**config.mk**
```make
export PLATFORM = sky130hd
export DESIGN_NAME = controle_multiciclo
export DESIGN_NICKNAME = d
export VERILOG_FILES = /design/src/rtl/mips_pkg.sv /design/src/rtl/ula_decoder.sv /design/src/rtl/controle_multiciclo.sv
export SDC_FILE = /design/constraint.sdc
export NUM_CORES = 1
export LEC_CHECK = 0
export BUFFER_PORTS_ARGS = -buffer_cell sky130_fd_sc_hd__buf_4
export CORE_ASPECT_RATIO = 1.1
export CORE_UTILIZATION = 47
export DETAILED_ROUTE_END_ITERATION = 8
export GPL_ROUTABILITY_DRIVEN = 0
export PLACE_DENSITY = 0.89
export SETUP_SLACK_MARGIN = 0.02
export SLEW_MARGIN = 5
export SYNTH_ARGS = -nofsm -noshare
export SYNTH_HDL_FRONTEND = slang
export SYNTH_SLANG_ARGS = --single-unit
```
**constraint.sdc**
```tcl
create_clock -name clock -period 1.41 [get_ports clock]
set_input_delay 0.0705 -clock clock [delete_from_list [all_inputs] [get_ports clock]]
set_output_delay 0.0705 -clock clock [all_outputs]
set_load 0.05 [all_outputs]
```
**src/rtl/mips_pkg.sv**
```systemverilog
// Shared definitions for the multi-cycle MIPS control path: ULA operation
// codes, instruction field values and the control FSM state encoding.
package mips_pkg;

  localparam logic [3:0] ULA_AND = 4'd0;
  localparam logic [3:0] ULA_OR  = 4'd1;
  localparam logic [3:0] ULA_ADD = 4'd2;
  localparam logic [3:0] ULA_SUB = 4'd6;
  localparam logic [3:0] ULA_SLT = 4'd7;
  localparam logic [3:0] ULA_NOR = 4'd12;

  localparam logic [5:0] OP_RTYPE = 6'h00;
  localparam logic [5:0] OP_J     = 6'h02;
  localparam logic [5:0] OP_BEQ   = 6'h04;
  localparam logic [5:0] OP_BNE   = 6'h05;
  localparam logic [5:0] OP_ADDI  = 6'h08;
  localparam logic [5:0] OP_SLTI  = 6'h0A;
  localparam logic [5:0] OP_ANDI  = 6'h0C;
  localparam logic [5:0] OP_ORI   = 6'h0D;
  localparam logic [5:0] OP_LW    = 6'h23;
  localparam logic [5:0] OP_SW    = 6'h2B;

  localparam logic [5:0] FN_ADD = 6'h20;
  localparam logic [5:0] FN_SUB = 6'h22;
  localparam logic [5:0] FN_AND = 6'h24;
  localparam logic [5:0] FN_OR  = 6'h25;
  localparam logic [5:0] FN_NOR = 6'h27;
  localparam logic [5:0] FN_SLT = 6'h2A;

  typedef enum logic [3:0] {
    S_IDLE   = 4'd0,
    S_FETCH  = 4'd1,
    S_DECODE = 4'd2,
    S_MEMADR = 4'd3,
    S_MEMRD  = 4'd4,
    S_MEMWB  = 4'd5,
    S_MEMWR  = 4'd6,
    S_EXEC   = 4'd7,
    S_ALUWB  = 4'd8,
    S_BRANCH = 4'd9,
    S_JUMP   = 4'd10,
    S_IEXEC  = 4'd11,
    S_IWB    = 4'd12
  } state_t;

  // What the ULA is being used for in the current state.
  typedef enum logic [2:0] {
    ULA_CLS_NONE   = 3'd0,
    ULA_CLS_ADD    = 3'd1,
    ULA_CLS_SUB    = 3'd2,
    ULA_CLS_DECODE = 3'd3,
    ULA_CLS_RTYPE  = 3'd4,
    ULA_CLS_ITYPE  = 3'd5
  } ula_cls_t;

endpackage

```
**src/rtl/ula_decoder.sv**
```systemverilog
// Maps the current ULA usage class plus opcode/funct to the 4-bit ULA code,
// and flags unsupported instructions while decoding.
module ula_decoder
  import mips_pkg::*;
(
  input  ula_cls_t    cls,
  input  logic [5:0]  opcode,
  input  logic [5:0]  funct,
  output logic [3:0]  ula_control,
  output logic        illegal
);

  always_comb begin
    ula_control = ULA_AND;
    illegal     = 1'b0;
    case (cls)
      ULA_CLS_ADD: ula_control = ULA_ADD;
      ULA_CLS_SUB: ula_control = ULA_SUB;
      ULA_CLS_DECODE: begin
        ula_control = ULA_ADD;
        case (opcode)
          OP_RTYPE: illegal = !(funct inside {FN_ADD, FN_SUB, FN_AND, FN_OR, FN_NOR, FN_SLT});
          OP_LW, OP_SW, OP_BEQ, OP_BNE, OP_J,
          OP_ADDI, OP_ANDI, OP_ORI, OP_SLTI: illegal = 1'b0;
          default: illegal = 1'b1;
        endcase
      end
      ULA_CLS_RTYPE: begin
        case (funct)
          FN_ADD:  ula_control = ULA_ADD;
          FN_SUB:  ula_control = ULA_SUB;
          FN_AND:  ula_control = ULA_AND;
          FN_OR:   ula_control = ULA_OR;
          FN_NOR:  ula_control = ULA_NOR;
          FN_SLT:  ula_control = ULA_SLT;
          default: ula_control = ULA_AND;
        endcase
      end
      ULA_CLS_ITYPE: begin
        case (opcode)
          OP_ANDI: ula_control = ULA_AND;
          OP_ORI:  ula_control = ULA_OR;
          OP_SLTI: ula_control = ULA_SLT;
          default: ula_control = ULA_ADD;
        endcase
      end
      default: ula_control = ULA_AND;
    endcase
  end

endmodule

```
**src/rtl/controle_multiciclo.sv**
```systemverilog
// Multi-cycle MIPS main control FSM: sequences fetch/decode/execute/memory/
// writeback and decodes state into datapath selects and write enables.
module controle_multiciclo
  import mips_pkg::*;
#(
  parameter bit MEM_WAIT = 1'b1
) (
  input  logic       clock,
  input  logic       reset,
  input  logic [5:0] opcode,
  input  logic [5:0] funct,
  input  logic       zero,
  input  logic       mem_ready,
  output logic       PCWrite,
  output logic       pc_en,
  output logic       IorD,
  output logic       MemRead,
  output logic       MemWrite,
  output logic       IRWrite,
  output logic       RegDst,
  output logic       MemtoReg,
  output logic       RegWrite,
  output logic       ULASrcA,
  output logic [1:0] ULASrcB,
  output logic       ext_zero,
  output logic [1:0] PCSource,
  output logic [3:0] ULAcontrol,
  output logic       illegal_op
);

  state_t   state_q, state_d;
  logic     bne_q, bne_d;
  ula_cls_t cls;
  logic     illegal;
  logic     mem_rdy;
  logic     branch_take;

  assign mem_rdy = MEM_WAIT ? mem_ready : 1'b1;

  always_ff @(posedge clock or posedge reset) begin
    if (reset) begin
      state_q <= S_IDLE;
      bne_q   <= 1'b0;
    end else begin
      state_q <= state_d;
      bne_q   <= bne_d;
    end
  end

  // Kept apart from the main decode so the illegal flag does not loop back.
  always_comb begin
    cls = ULA_CLS_NONE;
    case (state_q)
      S_FETCH, S_MEMADR: cls = ULA_CLS_ADD;
      S_DECODE:          cls = ULA_CLS_DECODE;
      S_EXEC:            cls = ULA_CLS_RTYPE;
      S_BRANCH:          cls = ULA_CLS_SUB;
      S_IEXEC:           cls = ULA_CLS_ITYPE;
      default:           cls = ULA_CLS_NONE;
    endcase
  end

  ula_decoder u_ula_decoder (
    .cls         (cls),
    .opcode      (opcode),
    .funct       (funct),
    .ula_control (ULAcontrol),
    .illegal     (illegal)
  );

  always_comb begin
    state_d     = state_q;
    bne_d       = bne_q;
    PCWrite     = 1'b0;
    IorD        = 1'b0;
    MemRead     = 1'b0;
    MemWrite    = 1'b0;
    IRWrite     = 1'b0;
    RegDst      = 1'b0;
    MemtoReg    = 1'b0;
    RegWrite    = 1'b0;
    ULASrcA     = 1'b0;
    ULASrcB     = 2'b00;
    ext_zero    = 1'b0;
    PCSource    = 2'b00;
    illegal_op  = 1'b0;
    branch_take = 1'b0;
    case (state_q)
      S_IDLE: state_d = S_FETCH;
      S_FETCH: begin
        MemRead = 1'b1;
        ULASrcB = 2'b01;
        IRWrite = mem_rdy;
        PCWrite = mem_rdy;
        if (mem_rdy) state_d = S_DECODE;
      end
      S_DECODE: begin
        ULASrcB = 2'b11;
        // Branch flavour is captured here; opcode is not trusted in BRANCH.
        bne_d   = (opcode == OP_BNE);
        if (illegal) begin
          illegal_op = 1'b1;
          state_d    = S_FETCH;
        end else begin
          case (opcode)
            OP_RTYPE:                          state_d = S_EXEC;
            OP_LW, OP_SW:                      state_d = S_MEMADR;
            OP_BEQ, OP_BNE:                    state_d = S_BRANCH;
            OP_J:                              state_d = S_JUMP;
            OP_ADDI, OP_ANDI, OP_ORI, OP_SLTI: state_d = S_IEXEC;
            default:                           state_d = S_FETCH;
          endcase
        end
      end
      S_MEMADR: begin
        ULASrcA = 1'b1;
        ULASrcB = 2'b10;
        state_d = (opcode == OP_LW) ? S_MEMRD : S_MEMWR;
      end
      S_MEMRD: begin
        MemRead = 1'b1;
        IorD    = 1'b1;
        if (mem_rdy) state_d = S_MEMWB;
      end
      S_MEMWB: begin
        MemtoReg = 1'b1;
        RegWrite = 1'b1;
        state_d  = S_FETCH;
      end
      S_MEMWR: begin
        MemWrite = 1'b1;
        IorD     = 1'b1;
        if (mem_rdy) state_d = S_FETCH;
      end
      S_EXEC: begin
        ULASrcA = 1'b1;
        state_d = S_ALUWB;
      end
      S_ALUWB: begin
        RegDst   = 1'b1;
        RegWrite = 1'b1;
        state_d  = S_FETCH;
      end
      S_BRANCH: begin
        ULASrcA     = 1'b1;
        PCSource    = 2'b01;
        branch_take = bne_q ? ~zero : zero;
        state_d     = S_FETCH;
      end
      S_JUMP: begin
        PCWrite  = 1'b1;
        PCSource = 2'b10;
        state_d  = S_FETCH;
      end
      S_IEXEC: begin
        ULASrcA  = 1'b1;
        ULASrcB  = 2'b10;
        ext_zero = (opcode == OP_ANDI) || (opcode == OP_ORI);
        state_d  = S_IWB;
      end
      S_IWB: begin
        RegWrite = 1'b1;
        state_d  = S_FETCH;
      end
      default: state_d = S_FETCH;
    endcase
    pc_en = PCWrite | branch_take;
  end

endmodule

```
==> flow_summary.ini, run 1 <==
[synthesis]
yosysSeqAreaShare_pct = 14.8
syn_area_per_cell_um2 = 6.69
syn-num-nets = 142
ys_types = 42
synth-edff-count = 0
syn-cell-area_um2 = 843
synth_ff_type = dfrtp_1
synthArstFlopShare_pct = 100
synth_warnings = 0
synthCells = 126
ys_seq_elements = 5

[cts]
postCtsSetupBuffers = 7
htreeDepth = 1
hold_buffers = 1
cts_root_buffer = clkbuf_4
cts_sinks = 5
cts_buffer_depth = 2
numCtsBuffers = 3
post_cts_resized = 60

[run_status]
status = stopped before the end
failed_stage = 4_1_cts
toolErrorMsg = [ERROR DPL-0038] Utilization greater than 100%, impossible to legalize

[placed_design]
dp_hpwl_mm = 2.88
io_buffers = 35

[die]
pin_count = 36
die_y_um = 46.4
rows = 15
initial_utilization_pct = 52.2
fp.dieW_um = 42.4
per-stage QoR:
| stage | setup WS, ns | cells | hold slack [ns] | TNS [ns] | cell area [um2] |
|---|---|---|---|---|---|
| floorplan | -0.194 | 126 | -0.151 | -0.864 | 1070 |
| global placement | -0.0707 | 201 | -0.0234 | -0.224 | 1520 |
| detailed placement | -0.129 | 201 | -0.0137 | -0.662 | 1520 |
logic make-up after synthesis:
family,Yosys count,synth area share [%]
xor gates and xnor gates,4,4.16
DFF,5,14.8
and+or+nand+nor,73,46.0
muxes,1,1.34
buffers and inverters,15,8.90
AOI/OAI and AO/OA,28,24.8
synthesized netlist by cell type, types with 2 or more instances:
cell / n / share of area, %
nor2_1: 18 / 8.0
nor3_1: 11 / 6.5
nand2_1: 10 / 4.5
nor2b_1: 6 / 4.5
buf_4: 5 / 4.5
clkbuf_1: 5 / 2.2
dfrtp_1: 5 / 15
inv_1: 5 / 2.2
nand2b_1: 5 / 3.7
nand3_1: 5 / 3.0
o21ai_0: 5 / 3.0
a21oi_1: 4 / 2.4
nand3b_1: 3 / 2.7
a31oi_1: 2 / 1.5
and3_1: 2 / 1.5
nand4_1: 2 / 1.5
nor4_1: 2 / 1.5
o21a_1: 2 / 1.8
o221ai_1: 2 / 2.1
o31ai_1: 2 / 1.8
or2_2: 2 / 1.5
xnor2_1: 2 / 2.1
xor2_1: 2 / 2.1
==> inputs of run 2 (changes only) <==
- CORE_AREA: default -> 2 2 63 65
- CORE_ASPECT_RATIO: 1.1 -> default
- CORE_UTILIZATION: 47 -> default
- DIE_AREA: default -> 0 0 65 67
- PLACE_DENSITY: 0.89 -> default
- PLACE_DENSITY_LB_ADDON: default -> 0.15
- SETUP_SLACK_MARGIN: 0.02 -> default
==> flow_summary.ini, run 2 <==
[synthesis]
synth_ff_type = dfrtp_1
synthCells = 126
yosysTopAreaCellShare_pct = 14.8
syn-cell-area_um2 = 843
synth_area_leaders = dfrtp_1 (15%), nor2_1 (8.0%), nor3_1 (6.5%)
synth_commonest_cells = nor2_1 (18), nor3_1 (11), nand2_1 (10), nor2b_1 (6)
yosysMostFrequentCell = nor2_1
ys_seq_elements = 5
ys_types = 42
syn-num-nets = 142
synth-edff-count = 0
yosysSeqAreaShare_pct = 14.8
synth_warnings = 0
synthArstFlopShare_pct = 100
synth_area_leader_cell = dfrtp_1
syn_area_per_cell_um2 = 6.69

[cts]
numCtsBuffers = 3
clk_latency_ns = 0.22
cts_root_buffer = clkbuf_8
cts_sinks = 5
cts_tree = built
htreeDepth = 1
cts_buffer_depth = 2
clk_pin_slew_worst_paths_ns = 0.03

[layout]
regMostFlops = state_q
mostFrequentLayoutCell = buf_4
finalNetCount = 214
final_cells = 245
drive_gt1_share_pct = 67.0
final.fill_count = 343
final_cell_mix = buf_4 (41), buf_6 (32), nor2_1 (8)
design_area_um2 = 1930
area_growth_pct = 128
diodes = 0
largest_reg_flops = 4
reg_top3 = state_q (4), bne_q (1)

[timing]
maxSlewViolCount = 0
fin_crit_sh_pct = 113
hold_viol = 0
timing.fmax_mhz = 626
worstMarginPinSlew_ns = 0.461
slew_headroom_pct = 69.0
rsz0062_at_grt = yes
fin_worst_hold_slack_ns = 0.199
fin_worst_skew_ns = 0.00188
period_needed_ns = 1.60
postLayoutSetupSlackWorst_ns = -0.189
finalSetupViolations = 18

[routing]
postRouteWirelength_mm = 3.17
antenna_left = 0
drtIter0Drc = 57
drc = 0
met3_length_um = 112
vias_per_cell = 4.98
firstDrtPassIters = 4
dr_total_vias = 1221
wl_per_cell_um = 12.9
drt-met1-wl_mm = 1.37
wl_met2_mm = 1.63
top_layer_used = met4

[critical_path]
critical_path_class = reg -> out
cp.required_ns = 1.34
reg2regPathDepth = 5
cp_max_fo = 2
endpoint_kind = output pin
cp-start-kind = flop
worstPathArrival_ns = 1.53

[global_routing]
gr-usage-all-layers_pct = 15.1
antenna_found_initial = 0
grt_pass1_vias = 1138
grt_first_pass_wirelength_mm = 5.13
overflow = 0
grt_max_degree = 13

[die]
die_area_um2 = 4360
fp.dieW_um = 65
core_um2 = 3610
initial_utilization_pct = 23.4
die_y_um = 67
pin_count = 36
rows = 22

[pwr]
power.density_nw_per_um2 = 1840
p_int_mw = 1.77
pwr-share-comb_pct = 84.2
switching_share_pct = 49.9
power_switching_mw = 1.77
vdd_drop_max_uv = 640
clkPwrFrac_pct = 7.4
p_leak_nw = 0.812
pwr-share-seq_pct = 8.4

[run_status]
status = finished with violations
violations = setup timing

[min_path]
whs_path_depth = 3
hp-class = in -> reg

[placed_design]
io_buffers = 35
dp_hpwl_mm = 2.44
post-place-cells = 235
place_area_um2 = 1570

[job]
cap_violations = 0
run 2: cell counts after synthesis:
Identical to the previous run, type by type.
run 2: cell families after synthesis:
kind of cell	count (synthesis)	share of synthesized area, %
AOI/OAI and AO/OA	28	24.8
xor gates and xnor gates	4	4.16
buffers and inverters	15	8.90
DFF	5	14.8
muxes	1	1.34
and+or+nand+nor	73	46.0
run 2: worst max-delay path, stage by stage, from the launching register on:
cell and delay, ns:
dfrtp_2 0.40, nor2b_4 0.13, buf_6 0.12, a311oi_2 0.24, buf_4 0.16, o221ai_4 0.09
buf_6 0.17
run 2: what timing repair did:
| item | in CTS | in global routing |
|---|---|---|
| pin swaps | 5 | 12 |
| gates cloned | 0 | 0 |
| setup endpoints to repair | 21 | 22 |
| hold endpoints to repair | 5 | 0 |
| setup buffers | 3 | 6 |
| hold buffers | 1 | 0 |
| gates resized for setup | 31 | 36 |
run 2: routing by layer:
layer	up-vias	track usage, %
li1	597	-
met1	584	19.3
met2	35	25.6
met3	5	1.18
met4	0	7.45
met5	-	0
run 2: power by group through the flow:
| stage | Clock, mW | Combinational [mW] | Sequential, mW |
|---|---|---|---|
| CTS | 0.265 | 2.71 | 0.299 |
| global route | 0.282 | 3.16 | 0.304 |
| floorplan | 0 | 1.67 | 0.255 |
| finish | 0.260 | 2.98 | 0.297 |
| global placement | 0 | 2.41 | 0.285 |
| detailed placement | 0 | 2.44 | 0.280 |
run 2: path summary, 6_finish.rpt:
path	start	to	slack, ns
max	state_q[0]	ULAcontrol[1]	-0.19
min reg2reg	bne_q	bne_q	0.56
min	mem_ready	state_q[1]	0.20
min in group asynchronous	reset	bne_q	0.31
max in group asynchronous	reset	state_q[2]	0.92
max reg2reg	state_q[1]	state_q[1]	0
run 2: final cells by class:
cell class	count	area (um2)	area share, %
well taps	48	60.1	3.12
inverters	5	18.8	0.974
repair buffers	77	728	37.8
clock buffers	4	45.0	2.34
flip-flops and latches	5	130	6.75
multi-input cells	106	945	49.0
run 2: stage by stage:
step                TNS, ns  setup WS, ns  total power, mW  utilization [%]
floorplan            -0.813        -0.194             1.93                -
global placement     -0.304        -0.103             2.69             43.6
detailed placement   -0.396        -0.125             2.72             43.6
CTS                   -2.43        -0.200             3.27             49.0
global route          -2.76        -0.263             3.74             53.4
finish                -1.56        -0.189             3.54             53.4
Note: power is estimated with default switching activity, not from simulation.
